### src/rtl/uart_phy.sv
// uart_phy -- byte-level UART serialiser/deserialiser for the command front end.
//
// One shared 16x oversampling tick drives both directions. Frames are
// 1 start bit (0), 8 data bits LSB first, 1 stop bit (1), 16 ticks per bit.
//
// Ports
//   clk           system clock (single domain)
//   rst_n         asynchronous active-low reset
//   divisor       clk cycles per 16x tick; 0 behaves like 1
//   uart_rx       serial input, asynchronous to clk
//   uart_tx       serial output, idles high
//   rx_data       last correctly framed byte
//   rx_done       1-cycle strobe, rx_data just updated
//   rx_frame_err  1-cycle strobe, stop bit was sampled low
//   tx_data       byte to send, captured when tx_wr is accepted
//   tx_wr         1-cycle send request, accepted only while tx_busy=0
//   tx_busy       transmitter occupied
//   tx_done       1-cycle strobe at the end of the stop bit
module uart_phy #(
  parameter int DIV_W = 16
) (
  input  logic             clk,
  input  logic             rst_n,
  input  logic [DIV_W-1:0] divisor,
  input  logic             uart_rx,
  output logic             uart_tx,
  output logic [7:0]       rx_data,
  output logic             rx_done,
  output logic             rx_frame_err,
  input  logic [7:0]       tx_data,
  input  logic             tx_wr,
  output logic             tx_busy,
  output logic             tx_done
);

  localparam logic [DIV_W-1:0] DIV_ONE = 1;

  typedef enum logic [2:0] {
    RX_IDLE,
    RX_START,
    RX_DATA,
    RX_STOP,
    RX_BREAK
  } rx_state_t;

  typedef enum logic [1:0] {
    TX_IDLE,
    TX_START,
    TX_DATA,
    TX_STOP
  } tx_state_t;

  logic [DIV_W-1:0] tick_cnt;
  logic             tick;

  logic             rx_s1;
  logic             rx_s2;
  logic             rx_prev;
  rx_state_t        rx_state;
  logic [3:0]       rx_tick_cnt;
  logic [2:0]       rx_bit_cnt;
  logic [7:0]       rx_shift;

  tx_state_t        tx_state;
  logic [3:0]       tx_tick_cnt;
  logic [2:0]       tx_bit_cnt;
  logic [7:0]       tx_shift;

  // Tick fires while the down-counter sits at zero. The reload value is read
  // only at that moment, so a new divisor is picked up at the next reload.
  assign tick = (tick_cnt == '0);

  always_ff @(posedge clk or negedge rst_n) begin
    if (!rst_n) begin
      tick_cnt <= '0;
    end else if (tick) begin
      tick_cnt <= (divisor == '0) ? '0 : (divisor - DIV_ONE);
    end else begin
      tick_cnt <= tick_cnt - DIV_ONE;
    end
  end

  // Receiver. uart_rx is only used through the two-flop synchroniser; rx_prev
  // holds the previous synced value for start-edge detection. The start bit is
  // re-checked at its middle (8 ticks) to reject glitches, after which every
  // 16th tick lands in the middle of the following bits. After a bad stop bit
  // the line is treated as a break and no new frame starts until it goes high.
  always_ff @(posedge clk or negedge rst_n) begin
    if (!rst_n) begin
      rx_s1        <= 1'b1;
      rx_s2        <= 1'b1;
      rx_prev      <= 1'b1;
      rx_state     <= RX_IDLE;
      rx_tick_cnt  <= '0;
      rx_bit_cnt   <= '0;
      rx_shift     <= '0;
      rx_data      <= '0;
      rx_done      <= 1'b0;
      rx_frame_err <= 1'b0;
    end else begin
      rx_s1        <= uart_rx;
      rx_s2        <= rx_s1;
      rx_prev      <= rx_s2;
      rx_done      <= 1'b0;
      rx_frame_err <= 1'b0;
      case (rx_state)
        RX_IDLE: begin
          if (rx_prev && !rx_s2) begin
            rx_state    <= RX_START;
            rx_tick_cnt <= '0;
          end
        end
        RX_START: begin
          if (tick) begin
            if (rx_tick_cnt == 4'd7) begin
              rx_tick_cnt <= '0;
              rx_bit_cnt  <= '0;
              rx_state    <= rx_s2 ? RX_IDLE : RX_DATA;
            end else begin
              rx_tick_cnt <= rx_tick_cnt + 4'd1;
            end
          end
        end
        RX_DATA: begin
          if (tick) begin
            rx_tick_cnt <= rx_tick_cnt + 4'd1;
            if (rx_tick_cnt == 4'd15) begin
              rx_shift   <= {rx_s2, rx_shift[7:1]};
              rx_bit_cnt <= rx_bit_cnt + 3'd1;
              if (rx_bit_cnt == 3'd7) begin
                rx_state <= RX_STOP;
              end
            end
          end
        end
        RX_STOP: begin
          if (tick) begin
            rx_tick_cnt <= rx_tick_cnt + 4'd1;
            if (rx_tick_cnt == 4'd15) begin
              if (rx_s2) begin
                rx_data  <= rx_shift;
                rx_done  <= 1'b1;
                rx_state <= RX_IDLE;
              end else begin
                rx_frame_err <= 1'b1;
                rx_state     <= RX_BREAK;
              end
            end
          end
        end
        RX_BREAK: begin
          if (rx_s2) begin
            rx_state <= RX_IDLE;
          end
        end
        default: rx_state <= RX_IDLE;
      endcase
    end
  end

  // Transmitter. uart_tx drops the clock after a write is accepted; each bit
  // ends on its 16th tick. tx_done and tx_busy=0 appear together, and since
  // the FSM is then idle a tx_wr in that same cycle starts the next frame.
  always_ff @(posedge clk or negedge rst_n) begin
    if (!rst_n) begin
      tx_state    <= TX_IDLE;
      tx_tick_cnt <= '0;
      tx_bit_cnt  <= '0;
      tx_shift    <= '0;
      uart_tx     <= 1'b1;
      tx_busy     <= 1'b0;
      tx_done     <= 1'b0;
    end else begin
      tx_done <= 1'b0;
      case (tx_state)
        TX_IDLE: begin
          if (tx_wr) begin
            tx_shift    <= tx_data;
            tx_busy     <= 1'b1;
            uart_tx     <= 1'b0;
            tx_tick_cnt <= '0;
            tx_state    <= TX_START;
          end
        end
        TX_START: begin
          if (tick) begin
            tx_tick_cnt <= tx_tick_cnt + 4'd1;
            if (tx_tick_cnt == 4'd15) begin
              uart_tx    <= tx_shift[0];
              tx_bit_cnt <= '0;
              tx_state   <= TX_DATA;
            end
          end
        end
        TX_DATA: begin
          if (tick) begin
            tx_tick_cnt <= tx_tick_cnt + 4'd1;
            if (tx_tick_cnt == 4'd15) begin
              if (tx_bit_cnt == 3'd7) begin
                uart_tx  <= 1'b1;
                tx_state <= TX_STOP;
              end else begin
                tx_shift   <= {1'b0, tx_shift[7:1]};
                uart_tx    <= tx_shift[1];
                tx_bit_cnt <= tx_bit_cnt + 3'd1;
              end
            end
          end
        end
        TX_STOP: begin
          if (tick) begin
            tx_tick_cnt <= tx_tick_cnt + 4'd1;
            if (tx_tick_cnt == 4'd15) begin
              tx_done  <= 1'b1;
              tx_busy  <= 1'b0;
              tx_state <= TX_IDLE;
            end
          end
        end
        default: tx_state <= TX_IDLE;
      endcase
    end
  end

endmodule

### config.mk
export PLATFORM = sky130hd
export DESIGN_NAME = uart_phy
export DESIGN_NICKNAME = d
export VERILOG_FILES = /design/src/rtl/uart_phy.sv
export SDC_FILE = /design/constraint.sdc
export NUM_CORES = 1
export LEC_CHECK = 0
export CAP_MARGIN = 30
export CORE_MARGIN = 8
export CORE_UTILIZATION = 50
export CTS_BUF_LIST = sky130_fd_sc_hd__clkbuf_8
export DETAILED_ROUTE_END_ITERATION = 8
export HOLD_SLACK_MARGIN = 0.15
export PLACE_DENSITY = 0.72
export SLEW_MARGIN = 20
export SYNTH_ARGS = -nofsm -noshare
export SYNTH_HDL_FRONTEND = slang
export SYNTH_SLANG_ARGS = --single-unit
### constraint.sdc
create_clock -name clk -period 2.2 [get_ports clk]
set_input_delay 0.44 -clock clk [delete_from_list [all_inputs] [get_ports clk]]
set_output_delay 0.44 -clock clk [all_outputs]
set_load 0.005 [all_outputs]
**Yosys cells after proc, flatten, opt, wreduce, memory -nomap -nowiden**

Cells that the tools add are included.

- Word-level logic and storage cells: 150
- Register bits after elaboration: 67
- Input port bits: 28
- Output and inout port bits: 13

- Reductions and logical operators: 25
- Equality and inequality tests: 32
- Muxes and demuxes: 69
- Add/sub/neg operators: 6

Operators with widths:

| operator | count |
|---|---|
| two-way mux 3 bit | 19 |
| inequality test 2 bit, second input constant | 18 |
| zero test 16 bit | 2 |
| two-way mux 16 bit | 2 |
| two-way mux 8 bit | 4 |
| subtractor 16 x 1 -> 16 bit, second input constant | 2 |
| two-way mux 4 bit | 6 |
| two-way mux 1 bit | 20 |
| two-way mux 2 bit | 9 |
| case mux 8 bit (2 select lines) | 1 |
| case mux 3 bit (5 select lines) | 1 |
| case mux 3 bit (2 select lines) | 2 |
| case mux 4 bit (3 select lines) | 1 |
| AND reduction 4 bit | 3 |
| AND reduction 6 bit | 2 |
| AND reduction 5 bit | 2 |
| == test 3 bit, second input constant | 3 |
| AND reduction 9 bit | 1 |
| adder 4 x 1 -> 4 bit, second input constant | 2 |
| == test 4 bit, second input constant | 2 |
| case mux 2 bit (4 select lines) | 1 |
| case mux 4 bit (2 select lines) | 1 |
| AND reduction 8 bit | 1 |
| nonzero test 2 bit | 4 |
| other kinds (18) | 23 |

**Depth between registers and ports, before layout**

- Depth in word-level cells: 5
- Depth in mapped cells: 9
- Mapped depth without buffers: 7

**Worst setup path after synthesis**

No wires, ideal clock.

- Kind: register to register
- From: register tick_cnt[0]
- To: register rx_data[0]
- Required time: 2.075 ns
- Library setup time: 0.125 ns
- Arrival: 1.904 ns
- Path slack: 0.171 ns
- Period minus slack after synthesis: 2.029 ns
- Path buffers: 1
- Stages on the path, launching flop included: 8
- Path through: dfrtp_1 inv_1 ha_1 nor4b_4 nand4_4 or3_1 buf_6 mux2_4

- Cells in the longest elaborated chain, start to end: 2

Ends and longest elaborated chain:

| element | line | source |
|---|---|---|
| start: declaration | 53 | `logic [DIV_W-1:0] tick_cnt;` |
| start signal: assignment | 77 | `tick_cnt <= (divisor == '0) ? '0 : (divisor - DIV_ONE);` |
| start signal: assignment | 79 | `tick_cnt <= tick_cnt - DIV_ONE;` |
| zero test 16 bit | 71 | `assign tick = (tick_cnt == '0);` |
| AND reduction 4 bit (no source line) | - |  |
| end signal: assignment | 141 | `rx_data <= rx_shift;` |
| end: declaration | 27 | `output logic [7:0] rx_data,` |

No other way between the ends.
A chain may end at the register's enable or synchronous reset.

**Final worst setup path**

- From: register tick_cnt[0]
- To: register rx_data[4]

The elaborated chain is that of the path after synthesis.

==> summary.txt <==
vias in the first global route -> 2857
Vias -> 2912
Site Rows -> 31
Reg2Reg Setup Slack -> 0.12 ns
post-synthesis compound-gate area fraction -> 11.3%
relative max-transition margin -> 59.5%
r2r worst-path depth -> 7
Logic pwr share -> 25.8%
P_int -> 0.00272 W
Antenna Nets Post-Route -> 0
post-synthesis net count -> 408
CTS Buf Count -> 9
initial antenna violation count -> 0
Total Routing Usage GR -> 15.9%
fmax -> 481 MHz
CP max FO -> 8
fin crit period -> 2.08 ns
hpwl dp -> 5.84 mm
Critical Path RT -> 2.43 ns
clk_lat worst skew -> 0.35 ns
Leak -> 2.04 nW
synth unique cells -> 53
core area -> 7250 sq um
Starting Density -> 51.4%
Root Driver -> clkbuf_8
CTS tree -> built
Max clock buf depth -> 2
main combinational cell family by area after synthesis -> simple AND/OR/NAND/NOR gates
Worst Setup SP -> tick_cnt[0]$_DFF_PN0_
Final Wtd Congestion -> 0.818
drt wl/cell -> 14.3 um
most common cell in the netlist -> dfrtp_1
Synth Area in Simple Gates -> 20.8%
# nets final -> 481
share of layout cells above drive strength 1 -> 20.0%
Top FF cell, synth -> dfrtp_1
number of port buffers -> 40
Ports -> 41
H-tree level count -> 3
CP Capture Type -> flip-flop
Hold Path Depth -> 0
XOR/XNOR Fraction of Synth Area -> 6.11%
Synth top cells by count -> dfrtp_1, nor2_1, nand2_1
Final setup viols -> 0
Critical-path top delay cell -> or3_4
Via density -> 5.36
total die area -> 10500 sq um
largest cells by area after synthesis -> dfrtp_1, ha_1, xor2_1
crit start category -> flip-flop
FF-to-FF End -> rx_data[4]$_DFFE_PN0P_
Pwr Density -> 827 nW/um^2
HP Start -> rx_s1$_DFF_PN1_
pin count of the biggest net entering global routing -> 50
clk slew on worst S/H paths -> 0.07 ns
worst path cell trace -> inv_1 -> ha_1 -> nor4b_4 -> buf_4 -> nand4_4 -> or3_4 -> mux2_4
max cap viols -> 0
Syn Inst Count -> 366
Clock power frac -> 32.2%
Starting DRT DRC Count -> 97
Switching Share -> 30.7%
multiplexer share of the synthesized area -> 9.23%
CTS Sinks -> 67
dpl ws -> -0.179 ns
chip width -> 102 um
Hold Crit Class -> reg2reg
DRT Pass-1 Iters -> 4
async set or reset register ratio after synthesis -> 100%
sw power -> 0.00121 W
reg-to-reg critical path startpoint -> tick_cnt[0]$_DFF_PN0_
status -> finished, final reports clean
Largest stage delay, worst path -> 0.49 ns
worst setup margin -> 0.119 ns
global-route wire length before repair -> 13.2 mm
maximum VDD drop -> 0.000419 V
post-synthesis sequential area ratio -> 45.1%
Synth Register Bits -> 67
diode count -> 0
Flop pwr share -> 41.9%
number of synthesized flops with an enable pin -> 0
Synth area leader -> dfrtp_1
end of the worst hold path -> rx_s2$_DFF_PN1_
Chip Height -> 102 um
Hold Vio Cnt, Final -> 0
synthesis-to-finish area growth -> 27.3%
crit path DAT -> 2.31 ns
synth warn -> 0
DR DRC count -> 0
worst slew pin tran -> 0.605 ns
Avg Inst Size Synth -> 10.2 sq um
Overflow after GRT -> 0
Post-Synth Adder-Cell Area -> 4.70%
Final Max Tran Viols -> 0
post-synth top area share -> 42.3%
synthesized area -> 3730 sq um
Setup Skew -> 0.0102 ns
WS Path Type -> reg2reg
Final period util -> 94.6%
DRT Wirelength -> 7.76 mm
final core occ -> 65.4%
metrics by stage:
stage | area, sq um | hold WS, ns | TNS, ns | instances | total power [W]
final | 4750 | 0.357 | 0 | 543 | 0.00393
after CTS | 4730 | 0.357 | 0 | 542 | 0.00396
after detailed placement | 4470 | 0.347 | -1.90 | 525 | 0.00268
after floorplan | 3730 | 0.144 | 0 | 366 | 0.00231
after global routing | 4750 | 0.360 | -0.00300 | 543 | 0.00415
after global placement | 4470 | 0.347 | -1.14 | 525 | 0.00263
worst max-delay path by stage:
stage                                 endpoint  slack [ns]  depth (start not counted)
finish                  rx_data[4]$_DFFE_PN0P_        0.12                          7
global route        rx_tick_cnt[2]$_DFFE_PN0P_      -0.003                          9
CTS                     rx_data[7]$_DFFE_PN0P_       0.008                          6
detailed placement      tick_cnt[15]$_DFF_PN0_       -0.18                          8
global placement        tick_cnt[15]$_DFF_PN0_       -0.13                          8
floorplan               rx_data[0]$_DFFE_PN0P_        0.17                          7
flip-flops by register name (all words and copies together), names as in the netlist:
register      cells
rx_s2             1
uart_tx           1
rx_s1             1
rx_state          3
rx_bit_cnt        3
tx_shift          8
rx_done           1
rx_data           8
rx_frame_err      1
tx_done           1
tick_cnt         16
tx_state          2
tx_bit_cnt        3
tx_busy           1
rx_tick_cnt       4
tx_tick_cnt       4
rx_prev           1
rx_shift          8
power groups by stage:
stage	Clock [W]	Sequential [W]	Combinational, W
2_1_floorplan	0	0.00162	0.000693
3_3_place_gp	0	0.00165	0.000980
3_5_place_dp	0	0.00167	0.00101
4_1_cts	0.00129	0.00164	0.00103
5_1_grt	0.00134	0.00167	0.00114
6_report	0.00127	0.00165	0.00101
what timing repair did:
action,4_1_cts,5_1_grt
buffers inserted,0,1
resized for setup,0,2
endpoints found under the hold margin,15,0
hold buffers,1,0
setup endpoints to repair,0,17
cells in the final DEF, fill, tap and decap left out, types with 10 or more instances in the layout:
cell and n:
xnor2_1 12, clkbuf_8 10, ha_1 14, dfrtp_1 63
clkdlybuf4s50_1 39, a21oi_1 21, xor2_1 14, mux2i_1 10
nand2_1 26, nor2_1 31, o21ai_0 21, nand3_1 21
buf_4 32
kinds of logic after synthesis:
kind of cell	after synthesis
adder cells (fa/ha/maj)	14
flip-flops	67
AO/OA/AOI/OAI	70
buffers and inverters	23
AND/OR/NAND/NOR	137
multiplexers	29
XOR/XNOR	26
critical path: cells and delay by family (launching register included):
family	cells	cell delay [ns]
buffers and inverters	2	0.25
muxes	1	0.32
DFF	1	0.42
and+or+nand+nor	3	0.80
adders and majority gates	1	0.15
layer usage:
| metal | track usage [%] | up-vias | wire, um |
|---|---|---|---|
| met5 | 0 | - | 0 |
| met4 | 8.69 | 0 | 197 |
| met1 | 19.3 | 1384 | 3570 |
| met2 | 26.3 | 60 | 3740 |
| li1 | - | 1453 | - |
| met3 | 2.72 | 15 | 255 |
cell type report:
type,count,area (sq um)
multi-input combinational,276,1950
clock buffer,10,138
inverter,9,33.8
sequential,67,1680
fill,601,2510
tap,99,124
timing repair buffer,76,706
clock inverter,6,113
Power figures use the tool's default switching activity.
